`config.mk`:
```
export PLATFORM = sky130hd
export DESIGN_NAME = hdlverifier_capture_ctrl_flat
export DESIGN_NICKNAME = d
export VERILOG_FILES = /design/src/rtl/hdlverifier_capture_ctrl_if.sv /design/src/rtl/hdlverifier_capture_ctrl.sv /design/src/flat_wrapper.sv
export SDC_FILE = /design/constraint.sdc
export NUM_CORES = 1
export LEC_CHECK = 0
export ABC_AREA = 0
export BUFFER_PORTS_ARGS = -buffer_cell sky130_fd_sc_hd__buf_4
export CAP_MARGIN = 20
export CORE_AREA = 2 2 84 86
export DETAILED_ROUTE_END_ITERATION = 16
export DIE_AREA = 0 0 86 88
export PLACE_DENSITY = 0.89
export RECOVER_POWER = 25
export SYNTH_ARGS = -nofsm -noshare
export SYNTH_HDL_FRONTEND = slang
export SYNTH_SLANG_ARGS = --single-unit
export TNS_END_PERCENT = 5
```
`constraint.sdc`:
```
create_clock -name clk -period 2.4 [get_ports clk]
set_input_delay 0 -clock clk [delete_from_list [all_inputs] [get_ports clk]]
set_output_delay 0 -clock clk [all_outputs]
set_load 0.1 [all_outputs]
```
`src/rtl/hdlverifier_capture_ctrl_if.sv`:
```
// Host/comparator side bus of the capture controller: arm/trigger controls in,
// capture RAM write port and trigger-position status out.
interface hdlverifier_capture_ctrl_if #(
  parameter int ADDR_W = 10,
  parameter int NTRIG  = 4
);
  logic              clk_enable;
  logic              arm;
  logic              abort;
  logic              force_trig;
  logic [NTRIG-1:0]  trig_in;
  logic [NTRIG-1:0]  trig_mask;
  logic              trig_and;
  logic [ADDR_W-1:0] pre_count;

  logic              wr_en;
  logic [ADDR_W-1:0] wr_addr;
  logic [ADDR_W-1:0] trig_addr;
  logic [ADDR_W-1:0] start_addr;
  logic              busy;
  logic              waiting;
  logic              done;

  modport master (
    output clk_enable, arm, abort, force_trig, trig_in, trig_mask, trig_and, pre_count,
    input  wr_en, wr_addr, trig_addr, start_addr, busy, waiting, done
  );

  modport slave (
    input  clk_enable, arm, abort, force_trig, trig_in, trig_mask, trig_and, pre_count,
    output wr_en, wr_addr, trig_addr, start_addr, busy, waiting, done
  );
endinterface

```
`src/rtl/hdlverifier_capture_ctrl.sv`:
```
// Sequences one capture window into a circular RAM: pre-trigger fill, trigger
// wait with mask/AND/OR combining, post-trigger fill, then reports positions.
module hdlverifier_capture_ctrl #(
  parameter int ADDR_W = 10,
  parameter int NTRIG  = 4
) (
  input  logic clk,
  input  logic reset,
  hdlverifier_capture_ctrl_if.slave bus
);

  localparam logic [2:0] IDLE      = 3'd0;
  localparam logic [2:0] PREFILL   = 3'd1;
  localparam logic [2:0] WAIT_TRIG = 3'd2;
  localparam logic [2:0] POST      = 3'd3;
  localparam logic [2:0] DONE      = 3'd4;

  logic [2:0]        state_q, state_d;
  logic [ADDR_W-1:0] wrAddr_q, wrAddr_d;
  logic [ADDR_W-1:0] trigAddr_q, trigAddr_d;
  logic [ADDR_W-1:0] startAddr_q, startAddr_d;
  logic [ADDR_W-1:0] preCnt_q, preCnt_d;
  logic [ADDR_W-1:0] sampleCnt_q, sampleCnt_d;
  logic [ADDR_W-1:0] postCnt_q, postCnt_d;
  logic [NTRIG-1:0]  mask_q, mask_d;
  logic              andMode_q, andMode_d;

  logic              busy;
  logic              combTrig;
  logic              trigHit;
  logic [ADDR_W-1:0] postLoad;

  always_comb begin
    combTrig = 1'b0;
    if (mask_q != '0) begin
      if (andMode_q) combTrig = &(bus.trig_in | ~mask_q);
      else           combTrig = |(bus.trig_in & mask_q);
    end
  end

  assign trigHit  = (state_q == WAIT_TRIG) && (combTrig || bus.force_trig);
  assign postLoad = {ADDR_W{1'b1}} - preCnt_q;

  always_comb begin
    state_d     = state_q;
    wrAddr_d    = wrAddr_q;
    trigAddr_d  = trigAddr_q;
    startAddr_d = startAddr_q;
    preCnt_d    = preCnt_q;
    sampleCnt_d = sampleCnt_q;
    postCnt_d   = postCnt_q;
    mask_d      = mask_q;
    andMode_d   = andMode_q;

    if (bus.clk_enable) begin
      if (bus.abort) begin
        state_d = IDLE;
      end else begin
        case (state_q)
          IDLE, DONE: begin
            // An ADDR_W-bit pre_count can never exceed DEPTH-1, so it is already clamped.
            if (bus.arm) begin
              mask_d      = bus.trig_mask;
              andMode_d   = bus.trig_and;
              preCnt_d    = bus.pre_count;
              wrAddr_d    = '0;
              sampleCnt_d = '0;
              state_d     = (bus.pre_count != '0) ? PREFILL : WAIT_TRIG;
            end
          end
          PREFILL: begin
            wrAddr_d    = wrAddr_q + ADDR_W'(1);
            sampleCnt_d = sampleCnt_q + ADDR_W'(1);
            if (sampleCnt_q + ADDR_W'(1) == preCnt_q) state_d = WAIT_TRIG;
          end
          WAIT_TRIG: begin
            wrAddr_d = wrAddr_q + ADDR_W'(1);
            if (trigHit) begin
              trigAddr_d  = wrAddr_q;
              startAddr_d = wrAddr_q - preCnt_q;
              postCnt_d   = postLoad;
              state_d     = (postLoad != '0) ? POST : DONE;
            end
          end
          POST: begin
            wrAddr_d  = wrAddr_q + ADDR_W'(1);
            postCnt_d = postCnt_q - ADDR_W'(1);
            if (postCnt_q == ADDR_W'(1)) state_d = DONE;
          end
          default: state_d = IDLE;
        endcase
      end
    end
  end

  always_ff @(posedge clk) begin
    if (reset) begin
      state_q     <= IDLE;
      wrAddr_q    <= '0;
      trigAddr_q  <= '0;
      startAddr_q <= '0;
      preCnt_q    <= '0;
      sampleCnt_q <= '0;
      postCnt_q   <= '0;
      mask_q      <= '0;
      andMode_q   <= 1'b0;
    end else begin
      state_q     <= state_d;
      wrAddr_q    <= wrAddr_d;
      trigAddr_q  <= trigAddr_d;
      startAddr_q <= startAddr_d;
      preCnt_q    <= preCnt_d;
      sampleCnt_q <= sampleCnt_d;
      postCnt_q   <= postCnt_d;
      mask_q      <= mask_d;
      andMode_q   <= andMode_d;
    end
  end

  assign busy           = (state_q == PREFILL) || (state_q == WAIT_TRIG) || (state_q == POST);
  assign bus.busy       = busy;
  assign bus.wr_en      = busy & bus.clk_enable;
  assign bus.wr_addr    = wrAddr_q;
  assign bus.trig_addr  = trigAddr_q;
  assign bus.start_addr = startAddr_q;
  assign bus.waiting    = (state_q == WAIT_TRIG);
  assign bus.done       = (state_q == DONE);

endmodule

```
`src/flat_wrapper.sv`:
```
// flat-port wrapper written by rule: the top's interface ports become plain ports
module hdlverifier_capture_ctrl_flat 
#(
  parameter int ADDR_W = 10,
  parameter int NTRIG  = 4
)
  (clk, reset, bus_clk_enable, bus_arm, bus_abort, bus_force_trig, bus_trig_in, bus_trig_mask, bus_trig_and, bus_pre_count, bus_wr_en, bus_wr_addr, bus_trig_addr, bus_start_addr, bus_busy, bus_waiting, bus_done);
  hdlverifier_capture_ctrl_if #(.ADDR_W(ADDR_W), .NTRIG(NTRIG)) bus_i ();
  input  logic clk;
  input  logic reset;
  input wire logic [$bits(bus_i.clk_enable)-1:0] bus_clk_enable;
  input wire logic [$bits(bus_i.arm)-1:0] bus_arm;
  input wire logic [$bits(bus_i.abort)-1:0] bus_abort;
  input wire logic [$bits(bus_i.force_trig)-1:0] bus_force_trig;
  input wire logic [$bits(bus_i.trig_in)-1:0] bus_trig_in;
  input wire logic [$bits(bus_i.trig_mask)-1:0] bus_trig_mask;
  input wire logic [$bits(bus_i.trig_and)-1:0] bus_trig_and;
  input wire logic [$bits(bus_i.pre_count)-1:0] bus_pre_count;
  output wire logic [$bits(bus_i.wr_en)-1:0] bus_wr_en;
  output wire logic [$bits(bus_i.wr_addr)-1:0] bus_wr_addr;
  output wire logic [$bits(bus_i.trig_addr)-1:0] bus_trig_addr;
  output wire logic [$bits(bus_i.start_addr)-1:0] bus_start_addr;
  output wire logic [$bits(bus_i.busy)-1:0] bus_busy;
  output wire logic [$bits(bus_i.waiting)-1:0] bus_waiting;
  output wire logic [$bits(bus_i.done)-1:0] bus_done;
  assign bus_i.clk_enable = bus_clk_enable;
  assign bus_i.arm = bus_arm;
  assign bus_i.abort = bus_abort;
  assign bus_i.force_trig = bus_force_trig;
  assign bus_i.trig_in = bus_trig_in;
  assign bus_i.trig_mask = bus_trig_mask;
  assign bus_i.trig_and = bus_trig_and;
  assign bus_i.pre_count = bus_pre_count;
  assign bus_wr_en = bus_i.wr_en;
  assign bus_wr_addr = bus_i.wr_addr;
  assign bus_trig_addr = bus_i.trig_addr;
  assign bus_start_addr = bus_i.start_addr;
  assign bus_busy = bus_i.busy;
  assign bus_waiting = bus_i.waiting;
  assign bus_done = bus_i.done;
  hdlverifier_capture_ctrl #(.ADDR_W(ADDR_W), .NTRIG(NTRIG)) u_core (.clk(clk), .reset(reset), .bus(bus_i));
endmodule
```
==> metrics.md <==
| Metric | Value |
|---|---|
| Leak pwr | `1.60 nW` |
| Final Hold Violating Endpoints | `0` |
| Final core occ | `68.9%` |
| Avg Cell Area, Syn | `7.53 µm²` |
| R2r worst-path depth | `9` |
| FF-to-FF setup slack | `0.17 ns` |
| WL per Instance | `16.0 µm` |
| Antenna diodes | `0` |
| Routed Antenna Nets | `0` |
| Core area | `6640 µm²` |
| Area Overhead vs Synth | `23.6%` |
| Post-DP HPWL | `7.10 mm` |
| GRT Util Overall | `28.3%` |
| Root Buffer | `clkbuf_8` |
| Die Span Y | `88 µm` |
| Initial antenna violation count | `0` |
| Worst-Skew Late Latency | `0.35 ns` |
| Global route overflow | `0` |
| Die X-Extent | `86 µm` |
| RePlAce Congestion | `0.950` |
| Clk sinks | `68` |
| Cell Area, Placed | `4280 µm²` |
| # setup viols final | `0` |
| Die Footprint | `7570 µm²` |
| Unrepaired setup endpoints after global routing | `false` |
| Critical path type | `reg -> reg` |
| CTS tree | `done` |
| Synth async-reset ratio | `0%` |
| Startpoint Class | `flip-flop` |
| Synthesized cell area | `3700 µm²` |
| DR DRC count | `0` |
| Peak VDD IR | `0.000394 V` |
| Worst Setup SP | `u_core.preCnt_q[2]` |
| Reg-to-Reg End | `u_core.bus.start_addr[8]` |
| Critical Path Fanout Max | `7` |
| Most used DFF post-synth | `dfxtp_1` |
| MaxCap Viol Count | `0` |
| Final Slew Violations | `0` |
| Initial Util | `55.7%` |
| Inst Count DP | `625` |
| Critical Path End | `u_core.bus.start_addr[8]` |
| Worst slew pin tran | `1.19 ns` |
| CTS Buf Count | `9` |
| Setup TNS | `0 ns` |
| F_max | `449 MHz` |
| Final WL | `10.5 mm` |
| Routed vias/inst | `5.94` |
| Final worst path period share | `92.7%` |
| Max-slew headroom | `20.9%` |
| Non-Filler Instances | `658` |
| Postcts setup bufs | `0` |
| Share of cells above drive strength 1 | `13.1%` |
| First-pass GRT wire length | `17.1 mm` |
| Site Rows | `30` |
| Clk slew on worst S/H paths | `0.09 ns` |
| Initial drt markers | `313` |
| Via count | `3,908` |
| Netlist cell types | `49` |
| Critical R2R Launch | `u_core.preCnt_q[2]` |
| Status | `complete, no violations` |
| Register area share after synthesis | `36.8%` |
| Largest net degree at the start of global routing | `70` |
| Syn nets | `531` |
| Data arrival, critical path | `2.51 ns` |
| Worst Setup End Kind | `flip-flop` |
| Number of synthesized flops with an enable pin | `0` |
| Cell area after layout | `4580 µm²` |
| Pwr Total | `0.00241 W` |
| Syn. warnings | `0` |
| Setup Skew | `0.00992 ns` |
| Clk buf depth | `2` |
| HP Class | `in -> reg` |
| Post-synthesis register bit count | `68` |
| First-pass DRT Iterations | `5` |
| H-Tree Depth | `3` |
| PwrDens | `526 nW/µm²` |
| Required time of the critical path | `2.69 ns` |
| Number of port buffers | `58` |
| Fin crit period | `2.23 ns` |
| Post-Synthesis Cells | `492` |
| Vias in the first global route | `3,649` |
| Final #Nets | `612` |
| Top Ports | `59` |
==> synth_stat cells, drive strengths merged, types with 2 or more instances <==
library cell / instances / area share [%]
a211oi: 6 / 1.4
a21oi: 58 / 7.8
a22oi: 8 / 1.6
and2: 3 / 0.51
and3: 3 / 0.51
buf: 5 / 0.68
clkbuf: 15 / 1.5
dfxtp: 68 / 37
ha: 13 / 4.4
inv: 18 / 1.8
nand2: 87 / 8.8
nand2b: 4 / 0.68
nand3: 16 / 2.5
nand3b: 3 / 0.61
nand4: 6 / 1.0
nor2: 48 / 5.1
nor2b: 11 / 1.9
nor3: 11 / 1.5
nor3b: 3 / 0.61
nor4: 13 / 2.5
o211ai: 3 / 0.61
o21a: 2 / 0.41
o21ai: 32 / 4.3
o22ai: 4 / 0.68
o41ai: 2 / 0.47
or2: 3 / 0.51
or3: 4 / 0.68
or4: 3 / 0.61
xnor2: 19 / 4.5
xor2: 7 / 1.7
==> how the worst min path moves through the flow <==
stage / cells past startpoint / slack (ns) / start / to
global route: 3 / 0.07 / bus_clk_enable / u_core.state_q[2]
floorplan: 2 / 0.14 / bus_trig_and / u_core.andMode_q
global placement: 3 / 0.25 / bus_trig_mask[3] / u_core.mask_q[3]
CTS: 3 / 0.02 / bus_clk_enable / u_core.state_q[2]
finish: 3 / 0.03 / bus_clk_enable / u_core.state_q[2]
detailed placement: 3 / 0.26 / bus_trig_mask[2] / u_core.mask_q[2]
==> cell families after synthesis <==
group | Yosys count | share of synthesized area, %
simple gates | 218 | 28.0
buf+inv | 39 | 4.12
fa+ha+maj | 14 | 4.93
flops | 68 | 36.8
xor+xnor | 26 | 6.15
compound gates | 127 | 20.1
==> stage by stage <==
stage | setup slack [ns] | hold WS (ns)
floorplan | -0.0543 | 0.136
global placement | 0.248 | 0.255
detailed placement | 0.170 | 0.260
CTS | 0.113 | 0.0218
global route | 0.0350 | 0.0652
finish | 0.174 | 0.0269
==> sequential cells by signal (all words and copies together), names as in the netlist <==
name	cells
u_core.mask_q	4
u_core.andMode_q	1
u_core.postCnt_q	10
u_core.bus.start_addr	10
u_core.preCnt_q	10
u_core.bus.wr_addr	10
u_core.sampleCnt_q	10
u_core.bus.trig_addr	10
u_core.state_q	3
==> what timing repair did <==
action / 4_1_cts / 5_1_grt
hold endpoints to repair: 18 / 0
hold buffers: 17 / 0
gates resized for setup: 0 / 2
setup endpoints to repair: 0 / 1
==> layer usage <==
layer,track usage [%],vias up,share of wire (%)
met4,10.4,0,1.8
met1,35.7,1833,41
met2,48.8,168,49
met3,4.90,21,7.7
met5,0,-,0
li1,-,1886,-
==> cell type report <==
cell class,instances,area [µm²]
clock buffer,9,124
inverter,19,71.3
fill,521,2070
clock inverter,7,82.6
timing repair buffer,90,624
multi-input combinational,385,2210
tap,80,100
sequential,68,1370
==> report_power, final <==
part	internal (W)	leakage (nW)	switching (W)
logic	0.000107	0.954	0.000143
registers	0.00114	0.550	0.0000137
clock network	0.000498	0.0988	0.000509
==> layout by cell type, fill, tap and decap left out, drive strengths merged, types with 3 or more instances in the layout <==
| cell | count |
|---|---|
| a211oi | 6 |
| a21oi | 58 |
| a22oi | 8 |
| and2 | 3 |
| and3 | 3 |
| buf | 48 |
| clkbuf | 34 |
| dfxtp | 68 |
| dlygate4sd3 | 17 |
| ha | 13 |
| inv | 22 |
| nand2 | 87 |
| nand2b | 4 |
| nand3 | 16 |
| nand3b | 3 |
| nand4 | 6 |
| nor2 | 48 |
| nor2b | 11 |
| nor3 | 11 |
| nor3b | 3 |
| nor4 | 13 |
| o211ai | 3 |
| o21ai | 32 |
| o22ai | 4 |
| or2 | 3 |
| or3 | 4 |
| or4 | 3 |
| xnor2 | 19 |
| xor2 | 7 |
==> worst max-delay path: stages (launching register included) <==
cell and delay [ns]:
dfxtp_1 0.45, inv_1 0.12, ha_1 0.35, nor2b_1 0.15, o21ai_0 0.21, a21oi_1 0.16, o41ai_1 0.33, xnor2_1 0.17
nand2_1 0.08, a21oi_1 0.14
Power figures use the tool's default switching activity.
